## config.mk

```make
export PLATFORM = sky130hd
export DESIGN_NAME = memory_cycle
export DESIGN_NICKNAME = d
export VERILOG_FILES = /design/src/rtl/memory_cycle.sv
export SDC_FILE = /design/constraint.sdc
export NUM_CORES = 1
export LEC_CHECK = 0
export CAP_MARGIN = 0
export CORE_MARGIN = 2
export CORE_UTILIZATION = 30
export CTS_BUF_LIST = sky130_fd_sc_hd__clkbuf_4
export CTS_CLUSTER_DIAMETER = 150
export CTS_CLUSTER_SIZE = 28
export DETAILED_ROUTE_END_ITERATION = 10
export GPL_ROUTABILITY_DRIVEN = 0
export PLACE_DENSITY = 0.59
export SYNTH_ARGS = -nofsm -noshare
export SYNTH_HDL_FRONTEND = slang
export SYNTH_SLANG_ARGS = --single-unit
```

## constraint.sdc

```tcl
create_clock -name clk -period 2.7 [get_ports clk]
set_input_delay 0.54 -clock clk [delete_from_list [all_inputs] [get_ports clk]]
set_output_delay 0.54 -clock clk [all_outputs]
set_load 0.01 [all_outputs]
```

## src/rtl/memory_cycle.sv

```systemverilog
// MEM stage of the 18-bit pipeline: data-memory req/ready handshake, stall generation
// toward the hazard unit, and the MEM/WB pipeline register feeding writeback/forwarding.
`timescale 1ns / 1ps

module memory_cycle #(
   parameter int unsigned DATA_W   = 18,
   parameter int unsigned MAX_WAIT = 15
) (
   input  logic              clk,
   input  logic              rst,
   input  logic              RegWriteM,
   input  logic              MemWriteM,
   input  logic              ResultSrcM,
   input  logic [4:0]        RD_M,
   input  logic [DATA_W-1:0] PCPlus4M,
   input  logic [DATA_W-1:0] ALU_ResultM,
   input  logic [DATA_W-1:0] WriteDataM,
   input  logic [1:0]        RGB_M,
   output logic              mem_req,
   output logic              mem_we,
   output logic [DATA_W-1:0] mem_addr,
   output logic [DATA_W-1:0] mem_wdata,
   input  logic [DATA_W-1:0] mem_rdata,
   input  logic              mem_ready,
   output logic              StallM,
   output logic              ErrM,
   output logic              RegWriteW,
   output logic [4:0]        RD_W,
   output logic [DATA_W-1:0] PCPlus4W,
   output logic [DATA_W-1:0] ResultW,
   output logic [1:0]        RGB_W
);

   localparam int unsigned CntW = ($clog2(MAX_WAIT + 1) < 1) ? 1 : $clog2(MAX_WAIT + 1);

   typedef enum logic [0:0] {StIdle, StAccess} state_t;

   state_t              r_state, w_state_next;
   logic                w_memop, w_stall, w_start, w_done, w_timeout;
   logic [CntW-1:0]     r_cnt;
   logic                r_mem_req, r_mem_we, r_err;
   logic [DATA_W-1:0]   r_mem_addr, r_mem_wdata;

   // MEM/WB pipeline register fields
   logic                r_reg_write_w, r_result_src_w;
   logic [4:0]          r_rd_w;
   logic [1:0]          r_rgb_w;
   logic [DATA_W-1:0]   r_pc_plus4_w, r_alu_result_w, r_read_data_w;

   // A load-store pair (both bits set) is issued as a store
   assign w_memop = MemWriteM | ResultSrcM;

   // State register
   always_ff @(posedge clk or negedge rst) begin
      if (!rst) r_state <= StIdle;
      else      r_state <= w_state_next;
   end

   // Next-state, stall and completion decode
   always_comb begin
      w_state_next = r_state;
      w_stall      = 1'b0;
      w_start      = 1'b0;
      w_done       = 1'b0;
      w_timeout    = 1'b0;
      unique case (r_state)
         StIdle: begin
            if (w_memop) begin
               w_stall      = 1'b1;
               w_start      = 1'b1;
               w_state_next = StAccess;
            end
         end
         StAccess: begin
            if (mem_ready) begin
               w_done       = 1'b1;
               w_state_next = StIdle;
            end else if (r_cnt == CntW'(MAX_WAIT)) begin
               // Forced completion: behaves like ready with zero read data
               w_done       = 1'b1;
               w_timeout    = 1'b1;
               w_state_next = StIdle;
            end else begin
               w_stall = 1'b1;
            end
         end
         default: w_state_next = StIdle;
      endcase
   end

   // Memory request registers, wait counter and sticky timeout flag
   always_ff @(posedge clk or negedge rst) begin
      if (!rst) begin
         r_mem_req   <= 1'b0;
         r_mem_we    <= 1'b0;
         r_mem_addr  <= '0;
         r_mem_wdata <= '0;
         r_cnt       <= '0;
         r_err       <= 1'b0;
      end else begin
         if (w_start) begin
            r_mem_req   <= 1'b1;
            r_mem_we    <= MemWriteM;
            r_mem_addr  <= ALU_ResultM;
            r_mem_wdata <= WriteDataM;
            r_cnt       <= '0;
         end else if (w_done) begin
            r_mem_req <= 1'b0;
            r_mem_we  <= 1'b0;
         end else if (r_state == StAccess) begin
            r_cnt <= r_cnt + CntW'(1);
         end
         if (w_timeout) r_err <= 1'b1;
      end
   end

   // MEM/WB register: bubble while stalled, otherwise the M-stage fields
   always_ff @(posedge clk or negedge rst) begin
      if (!rst) begin
         r_reg_write_w  <= 1'b0;
         r_result_src_w <= 1'b0;
         r_rd_w         <= '0;
         r_rgb_w        <= '0;
         r_pc_plus4_w   <= '0;
         r_alu_result_w <= '0;
         r_read_data_w  <= '0;
      end else if (w_stall) begin
         r_reg_write_w  <= 1'b0;
         r_result_src_w <= 1'b0;
         r_rd_w         <= '0;
         r_rgb_w        <= '0;
         r_pc_plus4_w   <= '0;
         r_alu_result_w <= '0;
         r_read_data_w  <= '0;
      end else begin
         r_reg_write_w  <= RegWriteM;
         r_result_src_w <= ResultSrcM;
         r_rd_w         <= RD_M;
         r_rgb_w        <= RGB_M;
         r_pc_plus4_w   <= PCPlus4M;
         r_alu_result_w <= ALU_ResultM;
         // Stores and timeouts write back zero read data
         r_read_data_w  <= (w_done && !r_mem_we && !w_timeout) ? mem_rdata : '0;
      end
   end

   assign mem_req   = r_mem_req;
   assign mem_we    = r_mem_we;
   assign mem_addr  = r_mem_addr;
   assign mem_wdata = r_mem_wdata;
   assign ErrM      = r_err;
   // Held low during reset even if a memory op is sitting in M
   assign StallM    = w_stall & rst;
   assign RegWriteW = r_reg_write_w;
   assign RD_W      = r_rd_w;
   assign PCPlus4W  = r_pc_plus4_w;
   assign RGB_W     = r_rgb_w;
   assign ResultW   = r_result_src_w ? r_read_data_w : r_alu_result_w;

endmodule

```

==> impl_metrics.ini <==
[sta]
finalClockSkew_ns = 0.0186
rsz0062_at_grt = false
hold_viol = 0
period_share_pct = 92.3
min_period_ns = 2.49
slew_violations = 0
fmax_ghz = 0.401
max_slew_margin_pct = 51.0
setup_viol = 0
tightest_slew_ns = 0.735
fin_setup_tns_ns = 0

[drt]
post_drt_via_cell_ratio = 4.21
drtAntennaViolNets = 0
num_vias = 2934
dr.pass1.iters = 4
dr.first_iter.drc_count = 101
drc_errors = 0
avgRoutedWirePerCell_um = 14.1
wl_um = 9820

[clock_network]
ctsHoldBuffers = 0
clock-sinks = 107
post_cts_resized = 1
clk_latency_ns = 0.46
path_clk_slew_ns = 0.16
clk_path_buf_depth = 2
cts_setup_buffers = 0
cts-htree-levels = 3
cts_tree = done
cts_inserted_buffers = 9
clockRootBuffer = clkbuf_4

[finish]
drive_gt1_share_pct = 9.60
area_growth_pct = 52.1
layout_commonest_cell = clkdlybuf4s50_1
num_antenna_cells = 0
most-common-layout-cells = clkdlybuf4s50_1, nand2_1, dfrtp_1
utilization_pct = 46.2
fin_nets = 602

[synth]
ys_seq_elements = 107
synth_edf_count = 0
synthFlopType = dfrtp_1
synthDistinctLibCells = 29
yosys_warnings = 0
synth.avg_cell_area_um2 = 11.7
netlist_area_um2 = 3990
syn_nets = 428
synthesis.instances = 342
seq_area_frac_synth_pct = 67.1
synthArstFlopShare_pct = 100

[floorplan]
io_pins = 169
dieArea_um2 = 14200
rows = 42
core_area_um2 = 13100
dieWidth_um = 119
start_util_pct = 30.4
fp.dieH_um = 119

[place]
port-buffer-count = 168
dp_hpwl_um = 6880

[power]
power_density_nw_per_um2 = 764
p_leak_nw = 2.83
peakVddDrop_mv = 0.343

[worst_setup_path]
timing.rr.start = r_cnt[1]$_DFFE_PN0P_
critPathLaunchType = register
setup.worst_path.end_class = output pin
r2r_cells = 5
crit_type = reg -> out
r2r_slack_ns = 0.97
r2r-end = r_cnt[0]$_DFFE_PN0P_
path_max_fanout = 18
worstPathArrival_ns = 1.95
cp.required_ns = 2.16

[global_route]
grt.overflow.total = 0
antenna_found_initial = 0
grt_pass1_vias = 3136
grt_max_degree = 58
track_usage_pct = 14.4
grt_pass1_wl_um = 16000

[status]
status = finished clean

[flow_run]
cap_violations = 0

[hold_path]
hp-class = in -> async
[registers in the layout, indices dropped and copies added (netlist names), 2 cells and up]
register / flops
mem_wdata: 18
r_read_data_w: 18
RGB_W: 2
r_alu_result_w: 18
PCPlus4W: 18
mem_addr: 18
r_cnt: 4
RD_W: 5
[cells in the mapped netlist, types with 2 or more instances]
cell / number / area (µm²)
nor3_1: 2 / 10.0
clkbuf_1: 3 / 11.3
dfrtp_1: 107 / 2680
a21oi_1: 2 / 10.0
buf_2: 7 / 35.0
mux2_2: 19 / 214
buf_6: 4 / 45.0
nand3_1: 3 / 15.0
inv_1: 2 / 7.51
and2_1: 62 / 388
o21ai_0: 2 / 10.0
and3_1: 2 / 12.5
nand2_1: 111 / 417
[final cells by class]
| type | instances | area (µm²) |
|---|---|---|
| clock buffer | 10 | 75.1 |
| clock inverter | 6 | 104 |
| fill | 1272 | 7070 |
| inverter | 2 | 7.51 |
| multi-input combinational | 218 | 1220 |
| sequential | 107 | 2680 |
| tap | 176 | 220 |
| timing repair buffer | 178 | 1770 |
[per-layer routing]
layer  wire (µm)  track usage (%)
met5           0                0
met4         144             4.56
met3         661             5.56
met2        4910             24.0
met1        4100             17.3
[how the worst max path moves through the flow]
| stage | from | end | slack (ns) |
|---|---|---|---|
| floorplan | mem_ready | StallM | 0.97 |
| global placement | mem_ready | StallM | 0.12 |
| detailed placement | mem_ready | StallM | 0.09 |
| CTS | r_result_src_w$_DFF_PN0_ | ResultW[2] | 0.13 |
| global route | r_result_src_w$_DFF_PN0_ | ResultW[2] | 0.05 |
| finish | r_result_src_w$_DFF_PN0_ | ResultW[17] | 0.21 |
[per-stage QoR]
step | setup slack (ns) | instance area, µm² | hold slack (ns) | total power, W | cells
CTS | 0.126 | 6070 | 0.147 | 0.00474 | 697
global placement | 0.116 | 5890 | 0.454 | 0.00370 | 681
floorplan | 0.971 | 3990 | 0.244 | 0.00278 | 342
global route | 0.0538 | 6070 | 0.177 | 0.00494 | 697
detailed placement | 0.0906 | 5890 | 0.448 | 0.00373 | 681
finish | 0.209 | 6070 | 0.174 | 0.00464 | 697
[critical path: stages, from the launching register on]
cell and delay [ns]:
dfrtp_1 0.35, buf_4 0.27, mux2_2 0.37, clkdlybuf4s50_1 0.49
[logic make-up (layout without fill, tap and decap cells)]
| family | Yosys count | after routing | synth area share (%) |
|---|---|---|---|
| fa+ha+maj | 1 | 1 | 0.313 |
| buf+inv | 17 | 196 | 2.66 |
| flops | 107 | 107 | 67.1 |
| compound gates | 12 | 12 | 2.41 |
| simple gates | 186 | 186 | 22.2 |
| mux | 19 | 19 | 5.36 |
[report_power, final]
| group | internal [W] | switching (W) | total, W | leakage [nW] |
|---|---|---|---|---|
| Clock | 0.000474 | 0.000498 | 0.000972 | 0.0978 |
| Combinational | 0.000880 | 0.000684 | 0.00156 | 1.36 |
| Sequential | 0.00194 | 0.000165 | 0.00210 | 1.37 |
Power figures use the tool's default switching activity.
